File: config.mk
export PLATFORM = sky130hd
export DESIGN_NAME = pipe_stage_reg
export DESIGN_NICKNAME = d
export VERILOG_FILES = /design/src/rtl/pipe_pkg.sv /design/src/rtl/pipe_slot.sv /design/src/rtl/pipe_stage_reg.sv
export SDC_FILE = /design/constraint.sdc
export NUM_CORES = 1
export LEC_CHECK = 0
export CORE_AREA = 5 5 193 195
export DETAILED_ROUTE_END_ITERATION = 12
export DIE_AREA = 0 0 198 200
export GPL_TIMING_DRIVEN = 0
export PLACE_DENSITY = 0.64
export SLEW_MARGIN = 40
export SYNTH_ARGS = -nofsm -noshare
export SYNTH_HDL_FRONTEND = slang
export SYNTH_HIERARCHICAL = 1
export SYNTH_SLANG_ARGS = --single-unit
File: constraint.sdc
create_clock -name clk -period 2.2 [get_ports clk]
set_clock_uncertainty 0.05 [all_clocks]
set_input_delay 0.44 -clock clk [delete_from_list [all_inputs] [get_ports clk]]
set_output_delay 0.44 -clock clk [all_outputs]
set_load 0.02 [all_outputs]
File: src/rtl/pipe_pkg.sv
`default_nettype none
// ============================================================================
// Module      : pipe_pkg
// Description : Bundle widths, EX/MEM field offsets and slot opcodes shared by
//               the MIPS pipeline boundary registers.
// Revision    : 1.0 - initial release
// ============================================================================
package pipe_pkg;

    localparam int unsigned MAX_DEPTH      = 4;

    // IF/ID carries no decoded control yet; one reserved bit keeps ports legal.
    localparam int unsigned IF_ID_CTRL_W   = 1;
    localparam int unsigned IF_ID_DATA_W   = 2 * 32;
    localparam int unsigned ID_EX_CTRL_W   = 15;
    localparam int unsigned ID_EX_DATA_W   = 5 * 32 + 3 * 5;
    localparam int unsigned EX_MEM_CTRL_W  = 9;
    localparam int unsigned EX_MEM_DATA_W  = 7 * 32 + 5 + 1;
    localparam int unsigned MEM_WB_CTRL_W  = 3;
    localparam int unsigned MEM_WB_DATA_W  = 3 * 32 + 5;

    localparam int unsigned EX_MEM_REGWRITE_BIT  = 0;
    localparam int unsigned EX_MEM_MEMWRITE_BIT  = 1;
    localparam int unsigned EX_MEM_MEMTOREG_LSB  = 2;
    localparam int unsigned EX_MEM_MEMTOREG_MSB  = 3;
    localparam int unsigned EX_MEM_MEMREAD_BIT   = 4;
    localparam int unsigned EX_MEM_BRANCHNE_BIT  = 5;
    localparam int unsigned EX_MEM_BRANCHEQ_BIT  = 6;
    localparam int unsigned EX_MEM_JUMP_LSB      = 7;
    localparam int unsigned EX_MEM_JUMP_MSB      = 8;

    typedef struct packed {
        logic [1:0] jump;
        logic       branch_eq;
        logic       branch_ne;
        logic       mem_read;
        logic [1:0] mem_to_reg;
        logic       mem_write;
        logic       reg_write;
    } ex_mem_ctrl_t;

    typedef enum logic [1:0] {
        SLOT_HOLD = 2'd0,
        SLOT_LOAD = 2'd1,
        SLOT_KILL = 2'd2
    } slot_op_t;

endpackage : pipe_pkg
`default_nettype wire

File: src/rtl/pipe_slot.sv
`default_nettype none
// ============================================================================
// Module      : pipe_slot
// Description : One {valid, ctrl, data} pipeline register, captured on the
//               falling clock edge, with load / hold / kill control.
// Revision    : 1.0 - initial release
// ============================================================================
module pipe_slot
    import pipe_pkg::*;
#(
    parameter int CTRL_W = 9,
    parameter int DATA_W = 230
) (
    input  logic              clk_i,
    input  logic              reset_ni,
    input  slot_op_t          op_i,
    input  logic              valid_i,
    input  logic [CTRL_W-1:0] ctrl_i,
    input  logic [DATA_W-1:0] data_i,
    output logic              valid_o,
    output logic [CTRL_W-1:0] ctrl_o,
    output logic [DATA_W-1:0] data_o
);

    logic              valid_q, valid_d;
    logic [CTRL_W-1:0] ctrl_q,  ctrl_d;
    logic [DATA_W-1:0] data_q,  data_d;

    // Kill clears valid/ctrl but leaves data alone; a load of an invalid
    // entry zeroes ctrl so no write enable can leak downstream.
    always_comb begin
        valid_d = valid_q;
        ctrl_d  = ctrl_q;
        data_d  = data_q;
        case (op_i)
            SLOT_LOAD: begin
                valid_d = valid_i;
                ctrl_d  = valid_i ? ctrl_i : '0;
                data_d  = data_i;
            end
            SLOT_KILL: begin
                valid_d = 1'b0;
                ctrl_d  = '0;
            end
            default: ;
        endcase
    end

    always_ff @(negedge clk_i or negedge reset_ni) begin
        if (!reset_ni) begin
            valid_q <= 1'b0;
            ctrl_q  <= '0;
            data_q  <= '0;
        end else begin
            valid_q <= valid_d;
            ctrl_q  <= ctrl_d;
            data_q  <= data_d;
        end
    end

    assign valid_o = valid_q;
    assign ctrl_o  = ctrl_q;
    assign data_o  = data_q;

endmodule : pipe_slot
`default_nettype wire

File: src/rtl/pipe_stage_reg.sv
`default_nettype none
// ============================================================================
// Module      : pipe_stage_reg
// Description : Parametrised pipeline boundary register: DEPTH cascaded slots
//               with stall, flush, occupancy and a saturating bubble counter.
// Revision    : 1.0 - initial release
// ============================================================================
module pipe_stage_reg
    import pipe_pkg::*;
#(
    parameter int CTRL_W = EX_MEM_CTRL_W,
    parameter int DATA_W = EX_MEM_DATA_W,
    parameter int DEPTH  = 1,
    parameter int CNT_W  = 16,
    parameter int OCC_W  = $clog2(DEPTH + 1)
) (
    input  logic              clk,
    input  logic              reset,
    input  logic              stall,
    input  logic              flush,
    input  logic              valid_in,
    input  logic [CTRL_W-1:0] ctrl_in,
    input  logic [DATA_W-1:0] data_in,
    output logic              valid_out,
    output logic [CTRL_W-1:0] ctrl_out,
    output logic [DATA_W-1:0] data_out,
    output logic [OCC_W-1:0]  occupancy,
    output logic [CNT_W-1:0]  bubble_count
);

    slot_op_t          slot_op;
    logic              slot_valid [DEPTH];
    logic [CTRL_W-1:0] slot_ctrl  [DEPTH];
    logic [DATA_W-1:0] slot_data  [DEPTH];

    // Flush outranks stall; all slots share one opcode per edge.
    always_comb begin
        slot_op = SLOT_LOAD;
        if (flush) begin
            slot_op = SLOT_KILL;
        end else if (stall) begin
            slot_op = SLOT_HOLD;
        end
    end

    for (genvar k = 0; k < DEPTH; k++) begin : g_slot
        logic              src_valid;
        logic [CTRL_W-1:0] src_ctrl;
        logic [DATA_W-1:0] src_data;

        if (k == 0) begin : g_head
            assign src_valid = valid_in;
            assign src_ctrl  = ctrl_in;
            assign src_data  = data_in;
        end else begin : g_chain
            assign src_valid = slot_valid[k-1];
            assign src_ctrl  = slot_ctrl[k-1];
            assign src_data  = slot_data[k-1];
        end

        pipe_slot #(
            .CTRL_W (CTRL_W),
            .DATA_W (DATA_W)
        ) u_slot (
            .clk_i    (clk),
            .reset_ni (reset),
            .op_i     (slot_op),
            .valid_i  (src_valid),
            .ctrl_i   (src_ctrl),
            .data_i   (src_data),
            .valid_o  (slot_valid[k]),
            .ctrl_o   (slot_ctrl[k]),
            .data_o   (slot_data[k])
        );
    end

    logic             bubble_inc;
    logic [CNT_W-1:0] bubble_count_q, bubble_count_d;

    assign bubble_inc = flush | (~stall & ~valid_in);

    always_comb begin
        bubble_count_d = bubble_count_q;
        if (bubble_inc && (bubble_count_q != {CNT_W{1'b1}})) begin
            bubble_count_d = bubble_count_q + {{(CNT_W-1){1'b0}}, 1'b1};
        end
    end

    always_ff @(negedge clk or negedge reset) begin
        if (!reset) begin
            bubble_count_q <= '0;
        end else begin
            bubble_count_q <= bubble_count_d;
        end
    end

    always_comb begin
        occupancy = '0;
        for (int i = 0; i < DEPTH; i++) begin
            occupancy = occupancy + OCC_W'(slot_valid[i]);
        end
    end

    assign valid_out    = slot_valid[DEPTH-1];
    assign ctrl_out     = slot_valid[DEPTH-1] ? slot_ctrl[DEPTH-1] : '0;
    assign data_out     = slot_data[DEPTH-1];
    assign bubble_count = bubble_count_q;

endmodule : pipe_stage_reg
`default_nettype wire
==> results of run 1 <==
-- kinds of logic (layout without fill, tap and decap cells) --
family	after synthesis	count (layout)
flip-flops	256	256
multiplexers	232	232
AND/OR/NAND/NOR	68	68
buffers and inverters	34	806
AO/OA/AOI/OAI	27	27
XOR/XNOR	7	7
adder cells (fa/ha/maj)	4	4
other	0	2
-- where the power goes --
group	internal [uW]	leakage [uW]	total [uW]	switching [uW]
sequential	5700	0.00306	6400	695
clock	2660	0.000435	4580	1920
combinational	4140	0.00605	6900	2760
-- worst min-delay path: stages, from the launching register on --
cell and delay [ns]:
dfrtn_1 0.41, nand2_1 0.06, o21ai_2 0.05
-- layout make-up --
| class | instances | area, sq um | share of cell area [%] |
|---|---|---|---|
| Timing Repair Buffer | 739 | 7998 | 38.94 |
| Antenna cell | 2 | 5.005 | 0.02437 |
| Inverter | 4 | 17.52 | 0.08530 |
| Clock inverter | 7 | 63.81 | 0.3107 |
| Buffer | 14 | 259.0 | 1.261 |
| Multi-Input combinational cell | 338 | 4395 | 21.40 |
| Tap cell | 461 | 576.8 | 2.809 |
| Clock buffer | 42 | 814.5 | 3.966 |
| Sequential cell | 256 | 6406 | 31.19 |
-- cell usage after synthesis (all sizes together) --
master,number
a211oi,1
a21oi,7
a31oi,2
a41oi,2
and2,9
and3,1
and4,1
and4bb,1
buf,29
clkbuf,1
dfrtn,256
ha,4
inv,4
mux2,232
nand2,15
nand2b,11
nand3,8
nand4,4
nor2,7
nor3,7
nor4,3
o21a,1
o21ai,11
o21ba,2
o21bai,1
or3,1
xnor2,1
xor2,6
-- metal layers --
layer / up-vias / wire (um) / global-route usage, %
li1: 3717 / - / -
met3: 51 / 3431 / 5.958
met5: - / 7 / 0
met1: 4105 / 15260 / 21.39
met2: 311 / 19880 / 31.95
met4: 2 / 679 / 3.902
-- worst paths after layout --
kind                                                 start                          end  slack, ns  cells past startpoint
worst max-delay path              g_slot[0].u_slot/valid_o                  ctrl_out[3]      -0.75                      3
worst min-delay path            g_slot[0].u_slot/ctrl_o[8]   g_slot[0].u_slot/ctrl_o[8]       0.38                      2
worst max register to register             bubble_count[0]              bubble_count[1]       0.09                      6
worst min register to register  g_slot[0].u_slot/ctrl_o[8]   g_slot[0].u_slot/ctrl_o[8]       0.38                      2
max in group asynchronous                            reset  g_slot[0].u_slot/data_o[72]       0.44                      3
min in group asynchronous                            reset  g_slot[0].u_slot/data_o[16]       0.66                      1
-- metrics by stage --
stage                     area [sq um]  setup WS (ns)  util, %
after global routing             20530        -0.8073    58.29
after floorplan                  11110        -0.5226        -
after detailed placement         16810         -1.317    47.73
after CTS                        19770        -0.7694    56.13
final                            20540        -0.7486    58.30
after global placement           16700         -11.79    47.40
-- registers in the layout, indices dropped and copies added, names as in the netlist --
signal / count
g_slot.u_slot/data_o: 230
bubble_count: 16
g_slot.u_slot/ctrl_o: 9
g_slot.u_slot/valid_o: 1
-- layout by cell type (no fill, tap or decap), types with 2 or more instances in the layout --
cell type and count:
dfrtn_1 256, a41oi_2 2, mux2_2 9, clkbuf_1 9, buf_16 15, clkbuf_16 36
buf_8 14, a31oi_1 2, buf_12 37, and2_4 9, nor3_1 2, nand2b_1 5
nand4_4 2, clkbuf_8 4, nand4_1 2, xor2_1 6, clkdlybuf4s50_1 239, mux2_4 223
o21ai_0 4, nor2_1 5, nand2b_4 6, inv_1 3, diode_2 2, ha_4 2
nor3_2 4, a21oi_2 2, nand2_1 14, nand3_2 3, a21oi_1 4, buf_4 169
buf_6 271, clkinv_2 5, o21ai_2 6, ha_1 2, nand3_1 5, nor4_4 3
-- timing repair --
| action | CTS | global route |
|---|---|---|
| pin swaps | 11 | 8 |
| cloned | 21 | 7 |
| setup endpoints to repair | 513 | 513 |
| buffers inserted | 119 | 101 |
| resized for setup | 1629 | 115 |
==> Implementation_results.wiki, run 1 <==
{| class="wikitable"
! Metric !! Value
|-
| Floorplan row count || 69
|-
| Post-detailed-route via-to-cell ratio || 4.394
|-
| RSZ-0062 raised after global routing || true
|-
| Die area || 0.03960 sq mm
|-
| Final setup vio count || 498
|-
| Worst Slack Setup Final || -0.7486 ns
|-
| Leak Pwr || 0.009547 uW
|-
| Final-layout setup total negative slack || -184.43 ns
|-
| Global-route usage over all layers || 18.00%
|-
| Count of buffers inserted at the top-level ports || 500
|-
| Total clock buffers created by CTS || 29
|-
| Proportion of synthesized area in mux cells || 30.64%
|-
| Synth Register Bits || 256
|-
| Type of the worst setup path || reg2out
|-
| CTS tree || built
|-
| Cell area power density || 870.8 mW/mm^2
|-
| Pin count of the biggest net entering global routing || 71
|-
| Post-synthesis instance area || 0.01099 sq mm
|-
| First-pass GRT wire length || 55.34 mm
|-
| Cell accounting for the most synthesized area || dfrtn_1
|-
| H-tree depth reported by CTS || 1
|-
| Combinational family with the most area after synthesis || multiplexers
|-
| Core region area || 0.03522 sq mm
|-
| CP cell instances || buf_6 > and2_4 > buf_6
|-
| Slew at the pin closest to its max-slew limit || 0.5013 ns
|-
| Critical path required time || 1.71 ns
|-
| Global route total overflow || 0
|-
| Synth-to-Final Area Change || 86.89%
|-
| CP endpoint kind || primary output
|-
| Post-layout power || 17,880 uW
|-
| Number of nets produced by synthesis || 876
|-
| Average wire per cell in the routed design || 21.07 um
|-
| Worst min path class || reg2reg
|-
| Basic-gate share of the synthesized area counting and, or, nand and nor cells || 3.985%
|-
| Number of library cell types mapped by synthesis || 38
|-
| Total number of vias || 8,186
|-
| Peak per-stage delay on the critical path || 0.43 ns
|-
| Final slew viol count || 0
|-
| Width of the die || 198 um
|-
| YS warnings || 6
|-
| Max stage delay cell, worst path || dfrtn_1
|-
| Total number of nets in the final design || 1,630
|-
| Count of non-filler cells in the finished layout || 1,863
|-
| Compound-gate portion of the synthesized area || 1.480%
|-
| 1st-iter DRT viols || 286
|-
| First-pass iteration count of the detailed router || 4
|-
| Clk_lat worst skew || 0.53 ns
|-
| Worst slew margin relative to its limit || 66.32%
|-
| Top fanout value on the critical path || 6
|-
| Proportion of netlist area held by the largest area contributor || 58.30%
|-
| Critical path's top delay family || flip-flops
|-
| Sequential-to-total area share from yosys stat || 58.30%
|-
| Worst Path Buf+Inv || 2
|-
| Final HPWL DP || 26.64 mm
|-
| Cell type with the highest occurrence count on the critical path || buf_6
|-
| GPL Wtd Cong || 0.7803
|-
| Die Y || 200 um
|-
| Cell count after synthesis || 628
|-
| Clock Tree Buf Depth || 3
|-
| Final number of hold-violating endpoints || 0
|-
| Violated checks || negative setup slack
|-
| Fillers || 2,769
|-
| VDD IR-drop max || 0.0005627 V
|-
| Number of maximum-capacitance constraint violations || 0
|-
| Clock slew at the register clock pins of the worst setup and hold paths || 0.05 ns
|-
| Placed insts || 1,593
|-
| Endpoint arrival time on the critical path || 2.46 ns
|-
| Top-level I/O count || 501
|-
| Vias in the first global route || 8,780
|-
| Xor and xnor area share after synthesis || 0.5580%
|-
| Critical path startpoint category || flip-flop
|-
| Syn_area_per_cell || 17.50 sq um
|-
| Fraction of final layout cells sized beyond drive strength 1 || 59.64%
|-
| Adder and majority cell fraction of the synthesized area || 0.4555%
|-
| Initial cell density of the core || 31.19%
|-
| Outcome || finished, violations left
|-
| Root buffer cell || clkbuf_16
|-
| Initial antenna violation count || 2
|-
| # clock sinks || 256
|-
| Detailed Route WL || 39.26 mm
|-
| Hold-fix buffers, CTS || 0
|-
| Final-layout worst hold slack || 0.3816 ns
|-
| Largest cells by area after synthesis || dfrtn_1 (58%), mux2_4 (27%), buf_12 (4.0%)
|-
| Number of nets with antenna violations after routing || 0
|-
| Total DRC errors in the routed layout || 0
|}
Power figures use the tool's default switching activity.
==> run 2, diff against run 1 <==
--- a/config.mk
+++ b/config.mk
@@ -8,7 +8,6 @@
 export CORE_AREA = 5 5 193 195
 export DETAILED_ROUTE_END_ITERATION = 12
 export DIE_AREA = 0 0 198 200
-export GPL_TIMING_DRIVEN = 0
 export PLACE_DENSITY = 0.64
 export SLEW_MARGIN = 40
 export SYNTH_ARGS = -nofsm -noshare
==> run 2 against run 1 <==
Net effect:
- the run still ends with negative setup slack left
- combinational power rose by 8.4%
- routed wire length rose by 2.4%
- setup slack better by 0.0071 ns
- sequential share of layout area shrank 1.3 points
- register-to-register slack better by 0.05 ns
- largest cell class unchanged
- largest power group unchanged
- highest routed layer unchanged
==> Implementation_results.wiki, run 2 (synthesized netlist as in run 1, its figures left out) <==
{| class="wikitable"
! Metric !! Value
|-
| CTS tree || built
|-
| Violated checks || negative setup slack
|-
| Post-Place Cell Area || 0.01773 sq mm (+5.5%)
|-
| Worst Min Path Start || g_slot[0].u_slot/ctrl_o[4]
|-
| Initial antenna violation count || 2 (unchanged)
|-
| Number of nets with antenna violations after routing || 0 (unchanged)
|-
| Count of buffers inserted at the top-level ports || 500 (unchanged)
|-
| Critical path startpoint category || flip-flop
|-
| Share of total power in the clock network || 26.2% (+0.6 points)
|-
| First-pass iteration count of the detailed router || 4 (unchanged)
|-
| Total number of nets in the final design || 1,747 (+7.2%)
|-
| Critical path required time || 1.71 ns (about the same)
|-
| GPL Wtd Cong || 0.8106 (+3.9%)
|-
| Detailed Route WL || 40.18 mm (+2.4%)
|-
| Core region area || 0.03522 sq mm (unchanged)
|-
| 1st-iter DRT viols || 217 (-24%)
|-
| Total DRC errors in the routed layout || 0 (unchanged)
|-
| Final setup vio count || 498 (unchanged)
|-
| Post-layout power || 18,830 uW (+5.3%)
|-
| Die area || 0.03960 sq mm (unchanged)
|-
| Pin count of the biggest net entering global routing || 31 (-56%)
|-
| Internal power || 13,280 uW (+6.2%)
|-
| Final number of hold-violating endpoints || 0 (unchanged)
|-
| Top fanout value on the critical path || 6 (unchanged)
|-
| Post-detailed-route via-to-cell ratio || 4.344 (-1.1%)
|-
| Clock Tree Buf Depth || 3 (unchanged)
|-
| Final-layout worst hold slack || 0.3844 ns (+0.002857 ns)
|-
| Type of the worst setup path || reg2out
|-
| Average wire per cell in the routed design || 20.26 um (-3.8%)
|-
| Number of maximum-capacitance constraint violations || 0 (unchanged)
|-
| Timing startpoint of the critical path || g_slot[0].u_slot/valid_o
|-
| Combinational share of power || 39.7% (+1.1 points)
|-
| First-pass GRT wire length || 55.65 mm (+0.56%)
|-
| Slew at the pin closest to its max-slew limit || 0.6581 ns (+0.1568 ns)
|-
| Cell area power density || 880.2 mW/mm^2 (+1.1%)
|-
| Fraction of final layout cells sized beyond drive strength 1 || 62.59% (+2.9 points)
|-
| Largest register FFs || 230 (unchanged)
|-
| Net Sw Frac || 29.49% (-0.60 points)
|-
| Worst Slack Setup Final || -0.7415 ns (+0.007053 ns)
|-
| Width of the die || 198 um (unchanged)
|-
| Sequential group share of total power || 34.1% (-1.7 points)
|-
| Floorplan row count || 69 (unchanged)
|-
| Initial cell density of the core || 31.19% (unchanged)
|-
| # clock sinks || 256 (unchanged)
|-
| Worst slew margin relative to its limit || 55.79% (-11 points)
|-
| Synth-to-Final Area Change || 94.71%
|-
| Global route total overflow || 0 (unchanged)
|-
| Endpoint arrival time on the critical path || 2.45 ns (about the same)
|-
| Leak Pwr || 0.01011 uW (+5.9%)
|-
| Vias in the first global route || 9,025 (+2.8%)
|-
| VDD IR-drop max || 0.0006034 V (+7.2%)
|-
| Total clock buffers created by CTS || 29 (unchanged)
|-
| RSZ-0062 raised after global routing || true
|-
| Most common library cell in the layout ignoring fill and taps || buf_4
|-
| Total number of vias || 8,615 (+5.2%)
|-
| Hold-fix buffers, CTS || 0 (unchanged)
|-
| Global-route usage over all layers || 18.19% (+0.19 points)
|-
| Final slew viol count || 0 (unchanged)
|-
| Clock slew at the register clock pins of the worst setup and hold paths || 0.04 ns (about the same)
|-
| Worst r2r src || bubble_count[0]
|-
| Most frequent cells in the layout || buf_4 (287), buf_6 (274), dfrtn_1 (256)
|-
| Final HPWL DP || 27.30 mm (+2.5%)
|-
| H-tree depth reported by CTS || 1 (unchanged)
|-
| Root buffer cell || clkbuf_16
|-
| Post-route cell area || 0.02139 sq mm (+4.2%)
|-
| Top-level I/O count || 501 (unchanged)
|-
| Net Sw Power || 5554 uW (+3.2%)
|-
| Die Y || 200 um (unchanged)
|-
| Outcome || finished, violations left
|-
| CP endpoint kind || primary output
|-
| Clk_lat worst skew || 0.54 ns (about the same)
|-
| Worst min path class || reg2reg
|-
| Placement Setup Slack || -1.106 ns (+0.2108 ns)
|}
-- run 2: changes by cell type in the layout (fill, tap and decap cells not counted), moves of 6 or more --
cell	delta
buf_12	-7
buf_4	+118
buf_8	+9
mux2_2	-9
mux2_4	+9
nand2b_4	-6
-- run 2: per-stage QoR --
step	setup TNS, ns	cells	util (%)
3_5_place_dp	-375.65	1734	50.35
6_report	-172.06	1983	60.74
3_3_place_gp	-375.33	1734	50.35
5_1_grt	-183.29	1982	60.73
2_1_floorplan	-126.87	628	-
4_1_cts	-184.47	1901	58.26
-- run 2: what timing repair did --
action,CTS,global route
setup buffers,99,90
pin swaps,11,16
resized for setup,1553,103
cloned,15,4
endpoints found under the setup margin,513,513
-- run 2: path summary, 6_finish.rpt --
check,endpoint,slack (ns),cells after the start
max reg2reg,bubble_count[1],0.14,6
max,ctrl_out[2],-0.74,3
min,g_slot[0].u_slot/ctrl_o[4],0.38,2
max in group asynchronous,g_slot[0].u_slot/data_o[62],0.85,2
min reg2reg,g_slot[0].u_slot/ctrl_o[4],0.38,2
min in group asynchronous,g_slot[0].u_slot/data_o[16],0.73,1
-- run 2: per-layer routing --
| metal | up-vias | wire [um] | GRT usage, % | share of wire (%) |
|---|---|---|---|---|
| met1 | 4255 | 15630 | 21.69 | 39 |
| met3 | 59 | 3116 | 5.203 | 7.8 |
| li1 | 3968 | - | - | - |
| met4 | 4 | 983 | 4.514 | 2.4 |
| met2 | 329 | 20420 | 32.55 | 51 |
| met5 | - | 34 | 0 | 0.085 |
-- run 2: power by group through the flow --
stage | Sequential (uW) | Clock (uW) | Combinational [uW]
after floorplan | 7390 | 0 | 1570
after global placement | 6300 | 0 | 6120
after detailed placement | 6300 | 0 | 6180
after CTS | 6400 | 5070 | 7000
after global routing | 6530 | 5260 | 7820
final | 6430 | 4930 | 7480
-- run 2: cell type report --
| class | instances | area, sq um |
|---|---|---|
| Tap cell | 461 | 576.8 |
| Clock buffer | 43 | 838.3 |
| Inverter | 4 | 20.02 |
| Multi-Input combinational cell | 338 | 4400 |
| Timing Repair Buffer | 870 | 9021 |
| Antenna cell | 1 | 2.502 |
| Fill cell | 2616 | 13830 |
| Clock inverter | 10 | 128.9 |
| Sequential cell | 256 | 6406 |
-- run 2: critical path, stage by stage (launching register included) --
cell     delay, ns
dfrtn_1       0.43
buf_6         0.14
and2_4        0.14
buf_6         0.11
==> run 3, diff against run 2 <==
--- a/config.mk
+++ b/config.mk
@@ -5,10 +5,10 @@
 export SDC_FILE = /design/constraint.sdc
 export NUM_CORES = 1
 export LEC_CHECK = 0
-export CORE_AREA = 5 5 193 195
+export CORE_AREA = 5 5 192 194
 export DETAILED_ROUTE_END_ITERATION = 12
-export DIE_AREA = 0 0 198 200
-export PLACE_DENSITY = 0.64
+export DIE_AREA = 0 0 197 199
+export PLACE_DENSITY = 0.67
 export SLEW_MARGIN = 40
 export SYNTH_ARGS = -nofsm -noshare
 export SYNTH_HDL_FRONTEND = slang
==> constraint.sdc (replaced) <==
create_clock -name clk -period 2.36 [get_ports clk]
set_clock_uncertainty 0.05 [all_clocks]
set_input_delay 0.472 -clock clk [delete_from_list [all_inputs] [get_ports clk]]
set_output_delay 0.472 -clock clk [all_outputs]
set_load 0.02 [all_outputs]
==> run 3 against run 2 <==
Net effect:
- the run still ends with negative setup slack left
- register-to-register slack gained 0.10 ns
- critical path depth is the same
- setup slack gained 0.043 ns
- first-iteration DRC count grew 7.4%
- combinational power shrank 8.7%
- routed wire length shrank 2.3%
- sequential share of layout area grew 0.33 points
- via count shrank 1.6%
- global-route usage shrank 0.38 points
- critical path type unchanged
==> Implementation_results.wiki, run 3 (synthesized netlist as in run 1, its figures left out) <==
{| class="wikitable"
! Metric !! Value
|-
| Initial antenna violation count || 1 (-1)
|-
| Post-Place Cell Area || 0.01755 sq mm (-1.0%)
|-
| Max stage delay cell, worst path || dfrtn_1
|-
| Die area || 0.03920 sq mm (-1.0%)
|-
| Post-route cell area || 0.02116 sq mm (-1.1%)
|-
| Placement Setup Slack || -1.094 ns (+0.01167 ns)
|-
| Final slew viol count || 0 (unchanged)
|-
| Met2 track utilization from global routing || 32.73% (+0.19 points)
|-
| Fraction of final layout cells sized beyond drive strength 1 || 61.69% (-0.90 points)
|-
| Final-layout worst hold slack || 0.3845 ns (+0.00001900 ns)
|-
| Final setup vio count || 491 (-1.4%)
|-
| Pin count of the biggest net entering global routing || 52 (+68%)
|-
| GPL Wtd Cong || 0.8077 (-0.36%)
|-
| Endpoint arrival time on the critical path || 2.54 ns (+0.09 ns)
|-
| Critical path startpoint category || flip-flop
|-
| CP cell instances || buf_6 > and2_4 > buf_6
|-
| Count of non-filler cells in the finished layout || 1,967 (-0.81%)
|-
| Slew at the pin closest to its max-slew limit || 0.4854 ns (-0.1727 ns)
|-
| Global-route usage over all layers || 17.81% (-0.38 points)
|-
| Global route total overflow || 0 (unchanged)
|-
| Cell area power density || 825.0 mW/mm^2 (-6.3%)
|-
| Total DRC errors in the routed layout || 0 (unchanged)
|-
| Die Y || 199 um (-0.50%)
|-
| 1st-iter DRT viols || 233 (+7.4%)
|-
| Number of maximum-capacitance constraint violations || 0 (unchanged)
|-
| H-tree depth reported by CTS || 1 (unchanged)
|-
| Critical path required time || 1.84 ns (+0.13 ns)
|-
| Antenna diodes || 0 (-1)
|-
| Cell type with the highest occurrence count on the critical path || buf_6
|-
| Average wire per cell in the routed design || 19.95 um (-1.5%)
|-
| Core region area || 0.03505 sq mm (-0.49%)
|-
| Most Crowded Layer GR || met2
|-
| First-pass iteration count of the detailed router || 6 (+2)
|-
| Most common library cell in the layout ignoring fill and taps || buf_4
|-
| Fillers || 2,571 (-1.7%)
|-
| Top fanout value on the critical path || 6 (unchanged)
|-
| CP endpoint kind || primary output
|-
| Root buffer cell || clkbuf_16
|-
| Leak Pwr || 0.01002 uW (-0.88%)
|-
| Largest register FFs || 230 (unchanged)
|-
| Post-detailed-route via-to-cell ratio || 4.311 (-0.77%)
|-
| Total clock buffers created by CTS || 30 (+3.4%)
|-
| Placed insts || 1,721 (-0.75%)
|-
| Count of buffers inserted at the top-level ports || 500 (unchanged)
|-
| Hold-fix buffers, CTS || 0 (unchanged)
|-
| Clock Tree Buf Depth || 3 (unchanged)
|-
| Synth-to-Final Area Change || 92.58%
|-
| Initial cell density of the core || 31.35% (+0.15 points)
|-
| Clock slew at the register clock pins of the worst setup and hold paths || 0.04 ns (about the same)
|-
| RSZ-0062 raised after global routing || true
|-
| First-pass GRT wire length || 54.92 mm (-1.3%)
|-
| Violated checks || negative setup slack
|-
| Final HPWL DP || 26.24 mm (-3.9%)
|-
| # clock sinks || 256 (unchanged)
|-
| Outcome || finished, violations left
|-
| Clk_lat worst skew || 0.54 ns (about the same)
|-
| Worst min path class || reg2reg
|-
| Detailed Route WL || 39.25 mm (-2.3%)
|-
| Vias in the first global route || 9,182 (+1.7%)
|-
| Total number of nets in the final design || 1,731 (-0.92%)
|-
| Total number of vias || 8,480 (-1.6%)
|-
| Width of the die || 197 um (-0.51%)
|-
| Worst slew margin relative to its limit || 67.39% (+12 points)
|-
| Final number of hold-violating endpoints || 0 (unchanged)
|-
| VDD IR-drop max || 0.0006614 V (+9.6%)
|-
| Top-level I/O count || 501 (unchanged)
|-
| Met1 global-route usage || 20.12% (-1.6 points)
|-
| Worst Slack Setup Final || -0.6986 ns (+0.04292 ns)
|-
| Type of the worst setup path || reg2out
|-
| CTS tree || built
|-
| Floorplan row count || 69 (unchanged)
|-
| Peak per-stage delay on the critical path || 0.43 ns (about the same)
|-
| Post-layout power || 17,460 uW (-7.3%)
|-
| Most frequent cells in the layout || buf_4 (281), buf_6 (270), dfrtn_1 (256)
|-
| Met3 capacity usage during global routing || 5.471% (+0.27 points)
|-
| Number of nets with antenna violations after routing || 0 (unchanged)
|}
-- run 3: changes by cell type in the layout (fill, tap and decap cells not counted), sizes merged --
cell / delta
buf: -22
diode: -1
clkbuf: +6
inv: +2
bufinv: -2
clkinv: +1
-- run 3: routing by layer --
metal / wire, um / part of all wire [%]
met5: 20 / 0.051
met4: 958 / 2.4
met1: 14660 / 37
met2: 20600 / 52
met3: 3012 / 7.7
-- run 3: metrics by stage --
| stage | TNS, ns | utilization (%) |
|---|---|---|
| after global routing | -170.45 | 60.37 |
| after global placement | -356.77 | 50.07 |
| after detailed placement | -354.51 | 50.07 |
| after CTS | -160.53 | 57.24 |
| after floorplan | -114.14 | - |
| final | -153.59 | 60.37 |
-- run 3: path summary, 6_finish.rpt --
path | from | to | slack [ns] | cells after the start
setup / recovery | g_slot[0].u_slot/valid_o | ctrl_out[0] | -0.70 | 3
hold / removal | g_slot[0].u_slot/ctrl_o[8] | g_slot[0].u_slot/ctrl_o[8] | 0.38 | 2
setup reg to reg | bubble_count[1] | bubble_count[1] | 0.24 | 7
hold reg to reg | g_slot[0].u_slot/ctrl_o[8] | g_slot[0].u_slot/ctrl_o[8] | 0.38 | 2
max in group asynchronous | reset | g_slot[0].u_slot/data_o[102] | 0.83 | 2
min in group asynchronous | reset | g_slot[0].u_slot/data_o[89] | 0.79 | 1
-- run 3: timing repair --
action	4_1_cts	5_1_grt
buffers inserted	92	88
gates cloned	9	10
pin swaps	11	10
endpoints found under the setup margin	513	512
resized for setup	1575	74
-- run 3: worst max-delay path: cells and delay by family (launching register included) --
| kind | cells | cell delay, ns |
|---|---|---|
| DFF | 1 | 0.43 |
| buffers and inverters | 2 | 0.24 |
| and+or+nand+nor | 1 | 0.14 |
-- run 3: cell type report --
cell class / count / area, sq um / share of cell area, %
clock buffers: 44 / 914.6 / 4.322
clock inverters: 11 / 91.34 / 0.4316
inverters: 4 / 15.01 / 0.07096
multi-input cells: 338 / 4340 / 20.51
flip-flops and latches: 256 / 6406 / 30.27
well taps: 461 / 576.8 / 2.726
repair buffers: 853 / 8816 / 41.66
-- run 3: power breakdown --
group          internal, uW  total (uW)  switching, uW  leakage, uW
clock                  2780        4650           1860     0.000506
combinational          4210        6830           2620      0.00646
sequential             5320        5980            666      0.00306
total                 12300       17500           5150       0.0100
